===== src/rtl/cvsd_pkg.sv =====
// Shared definitions for the multi-channel CVSD encoder: bank geometry,
// per-channel state record, reset defaults and saturating helpers.
package cvsd_pkg;

  localparam int W   = 8;   // sample / predictor width
  localparam int SW  = 8;   // step register width
  localparam int RCW = 4;   // run counter width, holds RUN up to 8

  localparam logic [W-1:0] XP_INIT       = W'(1 << (W - 1));
  localparam int           STEP_INIT_DEF = 10;

  typedef struct packed {
    logic [W-1:0]   xp;
    logic [SW-1:0]  step;
    logic           last_bit;
    logic [RCW-1:0] run_cnt;
  } chan_state_t;

  function automatic int clamp(input int v, input int lo, input int hi);
    if (v < lo) return lo;
    if (v > hi) return hi;
    return v;
  endfunction

  // Predictor arithmetic is done wide; this folds it back into W bits.
  function automatic logic [W-1:0] sat_xp(input int v);
    return W'(clamp(v, 0, (1 << W) - 1));
  endfunction

endpackage


===== src/rtl/cvsd_chan_update.sv =====
// Combinational CVSD step for one channel: (state, x) -> (next state, bit, flag).
module cvsd_chan_update
  import cvsd_pkg::*;
#(
  parameter int RUN        = 3,
  parameter int BETA_NUM   = 245,
  parameter int BETA_SHIFT = 8,
  parameter int DELTA      = 1,
  parameter int STEP_MIN   = 1,
  parameter int STEP_MAX   = 64
) (
  input  chan_state_t  cur,
  input  logic [W-1:0] x,
  output chan_state_t  nxt,
  output logic         enc_bit,
  output logic         flag
);

  localparam logic [RCW-1:0] RUN_L = RCW'(RUN);

  logic [RCW-1:0] run_new;
  int             xp_raw;
  int             step_raw;

  always_comb begin
    enc_bit = (cur.xp <= x);

    if (enc_bit == cur.last_bit && cur.run_cnt != '0)
      run_new = (cur.run_cnt >= RUN_L) ? RUN_L : cur.run_cnt + 1'b1;
    else
      run_new = RCW'(1);
    flag = (run_new >= RUN_L);

    // The old step drives the predictor move; the new step only affects later beats.
    xp_raw   = enc_bit ? int'(cur.xp) + int'(cur.step) : int'(cur.xp) - int'(cur.step);
    step_raw = ((int'(cur.step) * BETA_NUM) >> BETA_SHIFT) + (flag ? DELTA : 0);

    nxt.xp       = sat_xp(xp_raw);
    nxt.step     = SW'(clamp(step_raw, STEP_MIN, STEP_MAX));
    nxt.last_bit = enc_bit;
    nxt.run_cnt  = run_new;
  end

endmodule


===== src/rtl/cvsd_enc_mc.sv =====
// Time-multiplexed CVSD encoder: per-channel state bank, per-channel clear,
// and a registered result beat one cycle after each accepted sample.
module cvsd_enc_mc
  import cvsd_pkg::*;
#(
  parameter int NCH        = 4,
  parameter int CW         = (NCH > 1) ? $clog2(NCH) : 1,
  parameter int RUN        = 3,
  parameter int BETA_NUM   = 245,
  parameter int BETA_SHIFT = 8,
  parameter int DELTA      = 1,
  parameter int STEP_INIT  = STEP_INIT_DEF,
  parameter int STEP_MIN   = 1,
  parameter int STEP_MAX   = 64
) (
  input  logic          clk_10k,
  input  logic          rst_n,
  input  logic          in_valid,
  input  logic [CW-1:0] in_ch,
  input  logic [W-1:0]  x,
  input  logic          clr,
  input  logic [CW-1:0] clr_ch,
  output logic          out_valid,
  output logic          out_bit,
  output logic [CW-1:0] out_ch,
  output logic          out_flag,
  output logic [W-1:0]  out_xp,
  output logic [SW-1:0] out_step
);

  // Handshake: no backpressure. A beat is accepted on any edge where in_valid=1,
  // in_ch is in range and no clear targets the same channel; its result appears
  // as a single-cycle out_valid pulse on the next cycle, other out_* hold otherwise.

  localparam chan_state_t RST_STATE = '{
    xp:       XP_INIT,
    step:     SW'(STEP_INIT),
    last_bit: 1'b0,
    run_cnt:  '0
  };

  chan_state_t bank [NCH];
  chan_state_t cur;
  chan_state_t nxt;
  logic        enc_bit;
  logic        flag;
  logic        ch_ok;
  logic        clr_ok;
  logic        beat_ok;

  always_comb begin
    ch_ok   = ({1'b0, in_ch} < (CW + 1)'(NCH));
    clr_ok  = clr && ({1'b0, clr_ch} < (CW + 1)'(NCH));
    beat_ok = in_valid && ch_ok && !(clr_ok && (clr_ch == in_ch));
    cur     = ch_ok ? bank[in_ch] : RST_STATE;
  end

  cvsd_chan_update #(
    .RUN        (RUN),
    .BETA_NUM   (BETA_NUM),
    .BETA_SHIFT (BETA_SHIFT),
    .DELTA      (DELTA),
    .STEP_MIN   (STEP_MIN),
    .STEP_MAX   (STEP_MAX)
  ) u_update (
    .cur     (cur),
    .x       (x),
    .nxt     (nxt),
    .enc_bit (enc_bit),
    .flag    (flag)
  );

  always_ff @(posedge clk_10k or negedge rst_n) begin
    if (!rst_n) begin
      for (int i = 0; i < NCH; i++) bank[i] <= RST_STATE;
    end else begin
      if (beat_ok) bank[in_ch] <= nxt;
      if (clr_ok) bank[clr_ch] <= RST_STATE;
    end
  end

  always_ff @(posedge clk_10k or negedge rst_n) begin
    if (!rst_n) begin
      out_valid <= 1'b0;
      out_bit   <= 1'b0;
      out_ch    <= '0;
      out_flag  <= 1'b0;
      out_xp    <= '0;
      out_step  <= '0;
    end else begin
      out_valid <= beat_ok;
      if (beat_ok) begin
        out_bit  <= enc_bit;
        out_ch   <= in_ch;
        out_flag <= flag;
        out_xp   <= nxt.xp;
        out_step <= nxt.step;
      end
    end
  end

endmodule


===== config.mk =====
export PLATFORM = sky130hd
export DESIGN_NAME = cvsd_enc_mc
export DESIGN_NICKNAME = d
export VERILOG_FILES = /design/src/rtl/cvsd_pkg.sv /design/src/rtl/cvsd_chan_update.sv /design/src/rtl/cvsd_enc_mc.sv
export SDC_FILE = /design/constraint.sdc
export NUM_CORES = 1
export LEC_CHECK = 0
export ABC_AREA = 1
export CAP_MARGIN = 20
export CORE_ASPECT_RATIO = 1.5
export CORE_MARGIN = 3
export CORE_UTILIZATION = 40
export CTS_CLUSTER_SIZE = 24
export DETAILED_ROUTE_END_ITERATION = 16
export PLACE_DENSITY = 0.61
export SKIP_LAST_GASP = 1
export SLEW_MARGIN = 20
export SYNTH_ARGS = -nofsm -noshare
export SYNTH_HDL_FRONTEND = slang
export SYNTH_SLANG_ARGS = --single-unit

===== constraint.sdc =====
create_clock -name clk_10k -period 12.85 [get_ports clk_10k]
set_input_delay 2.57 -clock clk_10k [delete_from_list [all_inputs] [get_ports clk_10k]]
set_output_delay 2.57 -clock clk_10k [all_outputs]
set_load 0.02 [all_outputs]

* Word level (Yosys, flattened, before mapping)
Index checks and enable logic that the tools add are counted.
Cells by class: add/subtract/negate cells 4, $mul 1, magnitude comparators 11, equal/unequal tests 2, mux-type cells 27, bitwise operators 5, reductions and logical operators 7
Operator list (count):
- $mux 84 | 2
- $bwmux 84 | 1
- $demux 21 s2 | 2
- $mux 21 | 4
- $and 72x72->72 | 1
- $not 72->72 | 1
- $bmux 21 s2 | 1
- $mux 8 | 5
- $gt 32x8->1 const B | 1
- $gt 32x9->1 const B | 1
- $lt 32x1->1 const B | 1
- $lt 32x2->1 const B | 1
- $mux 32 | 1
- $mul 8x8->16 const B | 1
- $or 12x12->12 | 1
- $add 8x1->9 | 1
- $add 8x8->9 | 1
- $sub 8x8->9 | 1
- $ge 4x2->1 const B | 2
- $le 8x8->1 | 1
- $mux 1 | 8
- $mux 4 | 2
- $mux 7 | 1
- $ge 3x3->1 const B | 2
- other kinds (8) | 14
Storage, ports and cells: bits in registers 105, input bits 16, output and inout bits 21

* Depth between registers and ports, before layout
Gate-level depths: netlist of run 1.
depth after elaboration 20, mapped depth 33, gate-level depth less buffers 33

* Hierarchy
From an unflattened synthesis of run 1, not the netlist that was laid out.
Second synthesis, totals: cells, all modules 1228, area total of the unflattened synthesis 8580.7 um2
Modules (own cells, without submodules):
- cvsd_enc_mc | instances 1, cells an instance 830, area each 5741.8 um2, sequential area each 2642.5 um2
- cvsd_chan_update | instances 1, cells an instance 398, area each 2839.0 um2, sequential area each 0.0 um2

* Worst setup path after synthesis of run 1
OpenSTA, ideal clock, no wires.
kind in2reg, start in in_ch[0], end reg bank[72] (netlist name), library setup time 78 ps, arrival 8189 ps, data required time 12772 ps, path slack 4583 ps, stages on the path 28, path buffers 1, cells stage by stage nand2_1 > clkbuf_1 > clkinv_1 > a221oi_1 > inv_1 > fa_1 > fa_1 > fa_1 > inv_1 > fa_1 > inv_1 > ha_1 > nand2_1 > inv_1 > nand2_1 > nand2_1 > xor2_1 > ha_1 > ha_1 > nor2_1 > inv_1 > nor2_1 > nand2_1 > nor2_1 > nand3_1 > a21oi_2 > nand2_1 > a21oi_1
Between the ends: word-level cells in the longest chain between the ends 20, elaborated cells on any way between the ends 36, those cells by class add/sub: 2; mul: 1; order compare: 7; eq/ne: 2; mux: 16; bitwise: 2; reduce/logical: 6
RTL lines:
- start, declared | line cvsd_enc_mc.sv:19 | input logic [CW-1:0] in_ch,
- $not 2->3 (not written as such) | line cvsd_enc_mc.sv:55, cvsd_enc_mc.sv:77
- $bmux 21 s2 | line cvsd_enc_mc.sv:55 | cur = ch_ok ? bank[in_ch] : RST_STATE;
- $mux 21 (not written as such) (2 in series) | line cvsd_enc_mc.sv:55
- $le 8x8->1 | line cvsd_chan_update.sv:26 | enc_bit = (cur.xp <= x);
- $eq 1x1->1 | line cvsd_chan_update.sv:28 | if (enc_bit == cur.last_bit && cur.run_cnt != '0)
- $logic_and 1x1->1 | line cvsd_chan_update.sv:28
- $mux 4 | line cvsd_chan_update.sv:28
- $ge 4x2->1 | line cvsd_chan_update.sv:32 | flag = (run_new >= RUN_L);
- (+2 left out)
- $gt 32x8->1 | line cvsd_pkg.sv:21 | if (v > hi) return hi;
- $mux 1 (2 in series) | line cvsd_pkg.sv:21
- $mux 8 | line cvsd_pkg.sv:22 | return v;
- $mux 8 | line cvsd_pkg.sv:21
- $bwmux 84 | line cvsd_enc_mc.sv:77 | if (beat_ok) bank[in_ch] <= nxt;
- $mux 84 (*) | line cvsd_enc_mc.sv:77
- $and 72x72->72 (no source line)
- $mux 84 (*) | line cvsd_enc_mc.sv:78 | if (clr_ok) bank[clr_ch] <= RST_STATE;
- end signal, assigned by index | line cvsd_enc_mc.sv:77
- end, declared | line cvsd_enc_mc.sv:42 | chan_state_t bank [NCH];
Every way passes the cells marked *; elsewhere a longest branch is shown, timed or not. The select of a mux whose other input is x is not followed. A chain may end at the register's enable or synchronous reset.

* Final worst setup path of run 1
start in in_ch[0], end reg bank[8] (netlist name)
Between the ends: word-level cells in the longest chain between the ends 20, elaborated cells on any way between the ends 36, those cells by class add/sub: 2; mul: 1; order compare: 7; eq/ne: 2; mux: 16; bitwise: 2; reduce/logical: 6
RTL lines (line):
- $not 2->3 (not written as such) | cvsd_enc_mc.sv:55, cvsd_enc_mc.sv:77
- $bmux 21 s2 | cvsd_enc_mc.sv:55
- $mux 21 (not written as such) (2 in series) | cvsd_enc_mc.sv:55
- $le 8x8->1 | cvsd_chan_update.sv:26
- $eq 1x1->1 | cvsd_chan_update.sv:28
- $logic_and 1x1->1 | cvsd_chan_update.sv:28
- $mux 4 | cvsd_chan_update.sv:28
- $ge 4x2->1 | cvsd_chan_update.sv:32
- (+2 left out)
- $gt 32x8->1 | cvsd_pkg.sv:21
- $mux 1 (2 in series) | cvsd_pkg.sv:21
- $mux 8 | cvsd_pkg.sv:22
- $mux 8 | cvsd_pkg.sv:21
- $bwmux 84 | cvsd_enc_mc.sv:77
- $mux 84 (*) | cvsd_enc_mc.sv:77
- $or 12x12->12 (no source line)
- $mux 84 (*) | cvsd_enc_mc.sv:78
Marked as above.

==> results.toml, run 1 <==
[synthesis]
ys_types = 36
synthArstFlopShare_pct = 100
ys_ff_latch = 105
synthTopCellsByArea = "dfrtp_1, ha_1, nand2_1, inv_1, fa_1"
syn_inst = 934
syn_nets = 1040
seq_area_frac_synth_pct = 36.1
netlist_area_um2 = 7310
yosys_warnings = 0
synth-edff-count = 0
yosysTopAreaCell = "dfrtp_1"
ys.flop_type = "dfrtp_1"
synth.avg_cell_area_um2 = 7.83
netlist.area_leader.share_pct = 31.8

[global_route]
grt_max_degree = 68
grt_pass1_vias = 6126
grt_overflow = 0
grtUsageTotal_pct = 20.4
antenna_found_initial = 0
grt_pass1_wl_um = 31700

[sta]
post-route-period-util_pct = 76.0
hold_viol_final = 0
setup_tns_ns = 0
worst_pin_slew_ns = 0.911
setup_viol = 0
rsz0062_at_grt = "false"
period_minus_slack_ns = 9.76
maxSlewViolCount = 0
max-slew-margin-rel_pct = 38.8
finClkSkew_ns = 0.00904
max_freq_ghz = 0.102

[cells_and_area]
area_growth_pct = 12.5
antennaDiodeCount = 0
stdcell_count = 1180
nets = 1068
fin_area_um2 = 8230
drive_gt1_share_pct = 5.27
fin_util_pct = 46.6

[hold_path]
min_path_type = "reg2reg"

[floorplan]
die_area_um2 = 20000
die_w_um = 116
coreArea_um2 = 17600
start_util_pct = 41.5
rows = 59
die_h_um = 172
num_io_pins = 37

[worst_setup_path]
crit_path_end = "bank[8]$_DFF_PN1_"
r2r-start = "bank[49]$_DFF_PN0_"
path_class = "in2reg"
timing.rr.end = "bank[8]$_DFF_PN1_"
worstPathRequired_ns = 13.13
reg2reg_setup_slack_ns = 6.51
worst_path_largest_cell_delay_ns = 0.67
ff2ff_path_depth = 26
startpoint = "in_ch[0]"
cp_slowest_cell = "a221oi_1"
crit_top_cell = "nand2_1"
critPathArrivalTime_ns = 10.05
crit_fanout = 17
critPathCaptureType = "register"
critPathLaunchType = "input pin"

[clocking]
clock_latency_ns = 0.35
cts_hold_buf = 0
numCtsBuffers = 9
post_cts_buffers = 0
path_clk_slew_ns = 0.07
cts_tree = "yes"
htreeDepth = 3
clockBufferDepth = 2
cts_resized = 0
cts.sinks = 105
root_buffer = "clkbuf_16"

[detailed_routing]
drt_wl_total_um = 19800
routedWlPerCell_um = 16.8
dr.pass1.iters = 5
drc = 0
via_per_inst = 5.30
vias = 6249
drt_iter0_markers = 462
ant_nets = 0

[placed_design]
port_buffers = 36
placedCellCount = 1164
gp_congestion = 0.886
place_hpwl_um = 14400
place_area_um2 = 7920

[run_status]
status = "finished, final reports clean"

[job]
cap_violations = 0
## cell usage in the layout (no fill, tap or decap), types with 14 or more instances in the layout
master / synthesis / routed
nand2_1: 197 / 197
inv_1: 149 / 149
dfrtp_1: 93 / 93
a21oi_1: 80 / 80
ha_1: 68 / 68
nand3_1: 66 / 66
o21ai_0: 66 / 65
nor2_1: 48 / 47
clkdlybuf4s50_1: 0 / 35
a22oi_1: 22 / 22
fa_1: 22 / 22
buf_4: 0 / 14
## metrics by stage
stage / setup slack [ns] / hold WS (ns)
after global routing: 2.44 / 0.512
final: 3.09 / 0.482
after global placement: 2.96 / 0.465
after floorplan: 4.58 / 0.458
after CTS: 3.13 / 0.486
after detailed placement: 2.77 / 0.466
## cells in the mapped netlist (6+ instances only)
cell / count
nand3_1: 66
clkbuf_1: 29
fa_1: 22
o21bai_1: 7
a21oi_1: 80
nand4_1: 6
dfstp_2: 12
nor3_1: 6
ha_1: 68
o21a_1: 7
xor2_1: 6
inv_1: 149
and2_1: 6
dfrtp_1: 93
o21ai_0: 66
o221ai_1: 6
a22oi_1: 22
nor2_1: 48
nand2_1: 197
## flip-flops by register name (all words and copies together), names as in the netlist
register,count
out_ch,2
out_flag,1
out_bit,1
out_xp,8
out_valid,1
out_step,8
bank,84
## how the worst min path moves through the flow
stage / startpoint / to / depth (start not counted)
final: out_xp[7]$_DFFE_PN0P_ / out_xp[7]$_DFFE_PN0P_ / 2
after global routing: out_xp[7]$_DFFE_PN0P_ / out_xp[7]$_DFFE_PN0P_ / 2
after CTS: out_xp[7]$_DFFE_PN0P_ / out_xp[7]$_DFFE_PN0P_ / 2
after detailed placement: out_xp[7]$_DFFE_PN0P_ / out_xp[7]$_DFFE_PN0P_ / 2
after global placement: out_xp[7]$_DFFE_PN0P_ / out_xp[7]$_DFFE_PN0P_ / 2
after floorplan: bank[23]$_DFF_PN0_ / bank[23]$_DFF_PN0_ / 2
## kinds of logic (layout without fill, tap and decap cells)
logic type,after synthesis,after routing,synth area share (%)
fa+ha+maj,90,90,17.7
buf+inv,186,219,9.60
xor+xnor,8,8,0.958
compound gates,211,211,16.6
flops,105,105,36.1
simple gates,334,334,19.0
## critical path, delay by kind of cell
kind / cells / cell delay [ns]
adders and majority gates: 7 / 2.90
xor gates and xnor gates: 1 / 0.23
AOI/OAI and AO/OA: 3 / 1.19
buffers and inverters: 8 / 1.72
and+or+nand+nor: 11 / 1.41
## per-layer routing
| metal | global-route usage (%) | wire [µm] | vias up |
|---|---|---|---|
| li1 | - | - | 3106 |
| met1 | 25.7 | 8390 | 3000 |
| met2 | 36.4 | 10400 | 114 |
| met3 | 1.69 | 541 | 29 |
| met4 | 6.61 | 440 | 0 |
| met5 | 0 | 0 | - |
## final cells by class
class | count | area, µm²
fillers | 1792 | 9410
multi-input cells | 643 | 3980
flip-flops and latches | 105 | 2640
inverters | 154 | 578
repair buffers | 49 | 455
clock buffers | 14 | 274
well taps | 213 | 267
clock inverters | 2 | 37.5
Power of run 1 is not shown: default switching activity piles up to over one toggle a cycle in this logic, so the estimate is an artifact.
==> run 2: changes to the inputs <==
==> constraint.sdc (replaced) <==
create_clock -name clk_10k -period 10 [get_ports clk_10k]
set_input_delay 2 -clock clk_10k [delete_from_list [all_inputs] [get_ports clk_10k]]
set_output_delay 2 -clock clk_10k [all_outputs]
set_load 0.02 [all_outputs]
==> run 2 against run 1 <==
Compared with the run above: via count is 2.4% higher; cell count increased by 0.42%; clock-buffer cell count decreased by 4.
==> results.toml, run 2 (synthesis gave the netlist of run 1 again) <==
[floorplan]
rows = 59
die_area_um2 = 20000
die_w_um = 116
coreArea_um2 = 17600
start_util_pct = 41.5
die_h_um = 172
num_io_pins = 37

[placed_design]
port_buffers = 36
gp_congestion = 0.864
place_hpwl_um = 14700

[clocking]
cts_hold_buf = 0
clockBufferDepth = 2
root_buffer = "clkbuf_16"
htreeDepth = 3
cts_tree = "yes"
cts.sinks = 105
post_cts_buffers = 0
numCtsBuffers = 9
cts_resized = 0
path_clk_slew_ns = 0.07
clock_latency_ns = 0.35

[detailed_routing]
vias = 6398
via_per_inst = 5.40
routedWlPerCell_um = 17.1
ant_nets = 0
drc = 0
drt_wl_total_um = 20300
drt_iter0_markers = 530
dr.pass1.iters = 4

[sta]
setup_tns_ns = 0
maxSlewViolCount = 0
post-route-period-util_pct = 85.5
finClkSkew_ns = 0.00967
max-slew-margin-rel_pct = 37.5
setup_viol = 0
period_minus_slack_ns = 8.55
worst_pin_slew_ns = 0.932
max_freq_ghz = 0.117
hold_viol_final = 0
rsz0062_at_grt = "false"

[hold_path]
hold_path_depth = 2
min_path_type = "reg2reg"

[run_status]
status = "finished, final reports clean"

[worst_setup_path]
crit_fanout = 6
cp_slowest_cell = "a221oi_1"
critPathArrivalTime_ns = 8.83
critPathBufInv = 9
worst_path_largest_cell_delay_ns = 0.67
path_depth = 31
cp_top_family = "adder cells"
critPathLaunchType = "input pin"
crit_top_cell = "inv_1"
worstPathRequired_ns = 10.28
ff2ff_path_depth = 27
path_class = "in2reg"
critPathCaptureType = "register"

[global_route]
grtUsageTotal_pct = 21.5
grt_pass1_wl_um = 33500
grt_overflow = 0
antenna_found_initial = 0
grt_pass1_vias = 6418
grt_max_degree = 55

[job]
cap_violations = 0

[cells_and_area]
fillers = 1755
layout_common_cells = "nand2_1, inv_1, dfrtp_1, a21oi_1, ha_1"
largest_reg_flops = 84
nets = 1073
drive_gt1_share_pct = 5.86
regMostFlops = "bank"
area_growth_pct = 12.8
final_common_cell = "nand2_1"
antennaDiodeCount = 0
reg_top3 = "bank x84, out_step x8, out_xp x8"
[run 2: layout make-up]
class,instances,area (µm²),area share [%]
Clock inverter,6,66.3,0.804
Timing Repair Buffer,54,493,5.97
Tap cell,213,267,3.23
Inverter,154,578,7.01
Multi-Input combinational cell,643,3980,48.2
Clock buffer,10,229,2.77
Sequential cell,105,2640,32.0
[run 2: metal layers]
| layer | vias to the layer above | wire length [µm] | global-route usage, % |
|---|---|---|---|
| met3 | 26 | 761 | 2.64 |
| li1 | 3122 | - | - |
| met4 | 0 | 428 | 6.66 |
| met5 | - | 0 | 0 |
| met1 | 3119 | 8510 | 27.0 |
| met2 | 131 | 10600 | 38.2 |
[run 2: metrics by stage]
| stage | std cells | setup slack (ns) | hold slack, ns | util (%) | area [µm²] |
|---|---|---|---|---|---|
| finish | 1185 | 1.45 | 0.484 | 46.8 | 8250 |
| global route | 1185 | 0.752 | 0.516 | 46.8 | 8250 |
| CTS | 1185 | 1.44 | 0.491 | 46.8 | 8250 |
| detailed placement | 1169 | 1.08 | 0.468 | 45.1 | 7960 |
| global placement | 1169 | 1.21 | 0.465 | 45.1 | 7960 |
| floorplan | 934 | 2.30 | 0.458 | - | 7310 |
[run 2: worst reg2reg max path: cells and delay by family (launching register included)]
family                   cells  cell delay [ns]
XOR/XNOR                     1             0.16
AND/OR/NAND/NOR              9             0.86
buffers and inverters        6             0.51
adder cells (fa/ha/maj)      7             2.97
flip-flops                   1             0.43
AO/OA/AOI/OAI                4             1.29
[run 2: worst paths after layout]
kind	end	slack, ns	from
min in group asynchronous	bank[70]$_DFF_PN0_	1.68	rst_n
max in group asynchronous	bank[56]$_DFF_PN0_	7.14	rst_n
setup reg to reg	bank[70]$_DFF_PN0_	3.70	bank[49]$_DFF_PN0_
setup / recovery	bank[70]$_DFF_PN0_	1.45	in_ch[1]
hold reg to reg	out_xp[7]$_DFFE_PN0P_	0.48	out_xp[7]$_DFFE_PN0P_
hold / removal	out_xp[7]$_DFFE_PN0P_	0.48	out_xp[7]$_DFFE_PN0P_
Power of run 2 is left out for the same reason.
==> run 3: changes to the inputs <==
--- a/config.mk
+++ b/config.mk
@@ -5,7 +5,6 @@
 export SDC_FILE = /design/constraint.sdc
 export NUM_CORES = 1
 export LEC_CHECK = 0
-export ABC_AREA = 1
 export CAP_MARGIN = 20
 export CORE_ASPECT_RATIO = 1.5
 export CORE_MARGIN = 3
@@ -14,7 +13,7 @@
 export DETAILED_ROUTE_END_ITERATION = 16
 export PLACE_DENSITY = 0.61
 export SKIP_LAST_GASP = 1
-export SLEW_MARGIN = 20
+export SLEW_MARGIN = 10
 export SYNTH_ARGS = -nofsm -noshare
 export SYNTH_HDL_FRONTEND = slang
 export SYNTH_SLANG_ARGS = --single-unit
==> run 3 against run 2 <==
Compared with the run above: utilization is 1.1 points lower; critical path type unchanged; register-to-register slack worse by 0.26 ns; sequential share of layout area is 1.0 points higher; highest routed layer unchanged.
==> results.toml, run 3 <==
[run_status]
status = "finished, final reports clean"

[detailed_routing]
drt_iter0_markers = 382
routedWlPerCell_um = 20.0
ant_nets = 0
dr.pass1.iters = 4
drc = 0
vias = 5566
via_per_inst = 5.76
drt_wl_total_um = 19400

[worst_setup_path]
cp_cell_sequence = "clkdlybuf4s50_1 -> mux4_2 -> inv_1 -> fa_1 -> inv_1 -> fa_1 -> fa_1 -> inv_1 -> fa_1 -> inv_1 -> ha_1 -> a21oi_1 -> o211a_2 -> o21ai_0 -> nand2_1 -> ha_1 -> nor2_1 -> and2_1 -> or4bb_1 -> a32oi_2 -> xnor2_1 -> nand2_2 -> o31ai_1"
critPathArrivalTime_ns = 8.88
worstPathRequired_ns = 10.24
crit_fanout = 10
critPathCaptureType = "register"
critPathBufInv = 5
critPathLaunchType = "input pin"
path_class = "in2reg"
cp_slowest_cell = "clkdlybuf4s50_1"
worst_path_largest_cell_delay_ns = 0.87
cp_top_family = "adder cells"

[cells_and_area]
fin_util_pct = 45.7
drive_gt1_share_pct = 10.5
antennaDiodeCount = 0
fillers = 1655
nets = 855
layout_common_cells = "nand2_1, dfrtp_1, ha_1, inv_1, a21oi_1"
regMostFlops = "bank"
final_common_cell = "nand2_1"
area_growth_pct = 11.4
largest_reg_flops = 84
reg_top3 = "bank x84, out_step x8, out_xp x8"

[global_route]
grtUsageTotal_pct = 20.6
antenna_found_initial = 0
grt_overflow = 0
grt_pass1_wl_um = 31600
grt_max_degree = 64
grt_pass1_vias = 5942

[clocking]
post_cts_buffers = 0
clock_latency_ns = 0.35
clockBufferDepth = 2
htreeDepth = 3
root_buffer = "clkbuf_16"
path_clk_slew_ns = 0.06
cts_tree = "yes"
numCtsBuffers = 9
cts_hold_buf = 0
cts_resized = 0
cts.sinks = 105

[floorplan]
start_util_pct = 41.0
die_area_um2 = 19600
die_h_um = 170
die_w_um = 115
rows = 59
coreArea_um2 = 17500
num_io_pins = 37

[synthesis]
yosys-top-cells-count = "nand2_1, dfrtp_1, ha_1, a21oi_1, inv_1"
ys.flop_type = "dfrtp_1"
synthMostInstantiatedCell = "nand2_1"
yosysTopAreaCell = "dfrtp_1"
synthTopCellsByArea = "dfrtp_1, ha_1, fa_1, mux4_2, nand2_1"
synthArstFlopShare_pct = 100
yosys_warnings = 0
ys_ff_latch = 105
syn_inst = 731
ys_types = 65
seq_area_frac_synth_pct = 36.8
synth.avg_cell_area_um2 = 9.81
synth-edff-count = 0
netlist_area_um2 = 7170
netlist.area_leader.share_pct = 32.4
syn_nets = 837

[hold_path]
min_path_type = "reg2reg"

[sta]
hold_slack_ns = 0.467
hold_viol_final = 0
maxSlewViolCount = 0
period_minus_slack_ns = 8.65
setup_tns_ns = 0
rsz0062_at_grt = "false"
worst_pin_slew_ns = 1.18
post-route-period-util_pct = 86.5
max-slew-margin-rel_pct = 20.7
max_freq_ghz = 0.116
setup_viol = 0
finClkSkew_ns = 0.00928

[placed_design]
port_buffers = 36
place_hpwl_um = 14500
gp_congestion = 0.876

[job]
cap_violations = 0
run 3: layer usage:
metal | part of all wire (%) | global-route usage, %
met2 | 54 | 37.3
met5 | 0 | 0
met4 | 2.8 | 7.76
met1 | 40 | 24.9
met3 | 3.0 | 2.13
run 3: worst reg2reg max path: cells and delay by family, from the launching register on:
kind	cells	cell delay, ns
compound gates	5	1.33
xor+xnor	1	0.17
fa+ha+maj	6	2.77
buf+inv	4	0.29
flops	1	0.54
mux	1	0.33
simple gates	5	1.00
run 3: cell families after synthesis:
| logic type | count (synthesis) | synth area share (%) |
|---|---|---|
| buffers and inverters | 90 | 4.73 |
| muxes | 26 | 6.98 |
| AOI/OAI and AO/OA | 177 | 16.3 |
| xor gates and xnor gates | 21 | 2.67 |
| adders and majority gates | 90 | 18.0 |
| DFF | 105 | 36.8 |
| and+or+nand+nor | 222 | 14.5 |
run 3: path summary, 6_finish.rpt:
kind | cells past startpoint | start | slack, ns | end
max in group asynchronous | 2 | rst_n | 7.15 | bank[57]$_DFF_PN0_
max | 23 | in_ch[1] | 1.35 | bank[50]$_DFF_PN1_
min reg2reg | 2 | out_xp[0]$_DFFE_PN0P_ | 0.47 | out_xp[0]$_DFFE_PN0P_
max reg2reg | 22 | bank[50]$_DFF_PN1_ | 3.44 | bank[50]$_DFF_PN1_
min | 2 | out_xp[0]$_DFFE_PN0P_ | 0.47 | out_xp[0]$_DFFE_PN0P_
min in group asynchronous | 1 | rst_n | 1.63 | out_step[2]$_DFFE_PN0P_
run 3: metrics by stage:
stage,cell area [µm²],setup WS [ns],std cells
floorplan,7170,1.27,731
global placement,7710,1.20,949
detailed placement,7720,0.962,951
CTS,7990,1.34,967
global route,7990,1.04,967
finish,7990,1.35,967
run 3: layout make-up:
| class | count | area, µm² | share of cell area (%) |
|---|---|---|---|
| timing repair buffer | 45 | 420 | 5.26 |
| inverter | 52 | 195 | 2.44 |
| sequential | 105 | 2640 | 33.1 |
| tap | 213 | 267 | 3.33 |
| multi-input combinational | 536 | 4200 | 52.5 |
| clock buffer | 16 | 272 | 3.40 |
Power of run 3 is left out for the same reason.
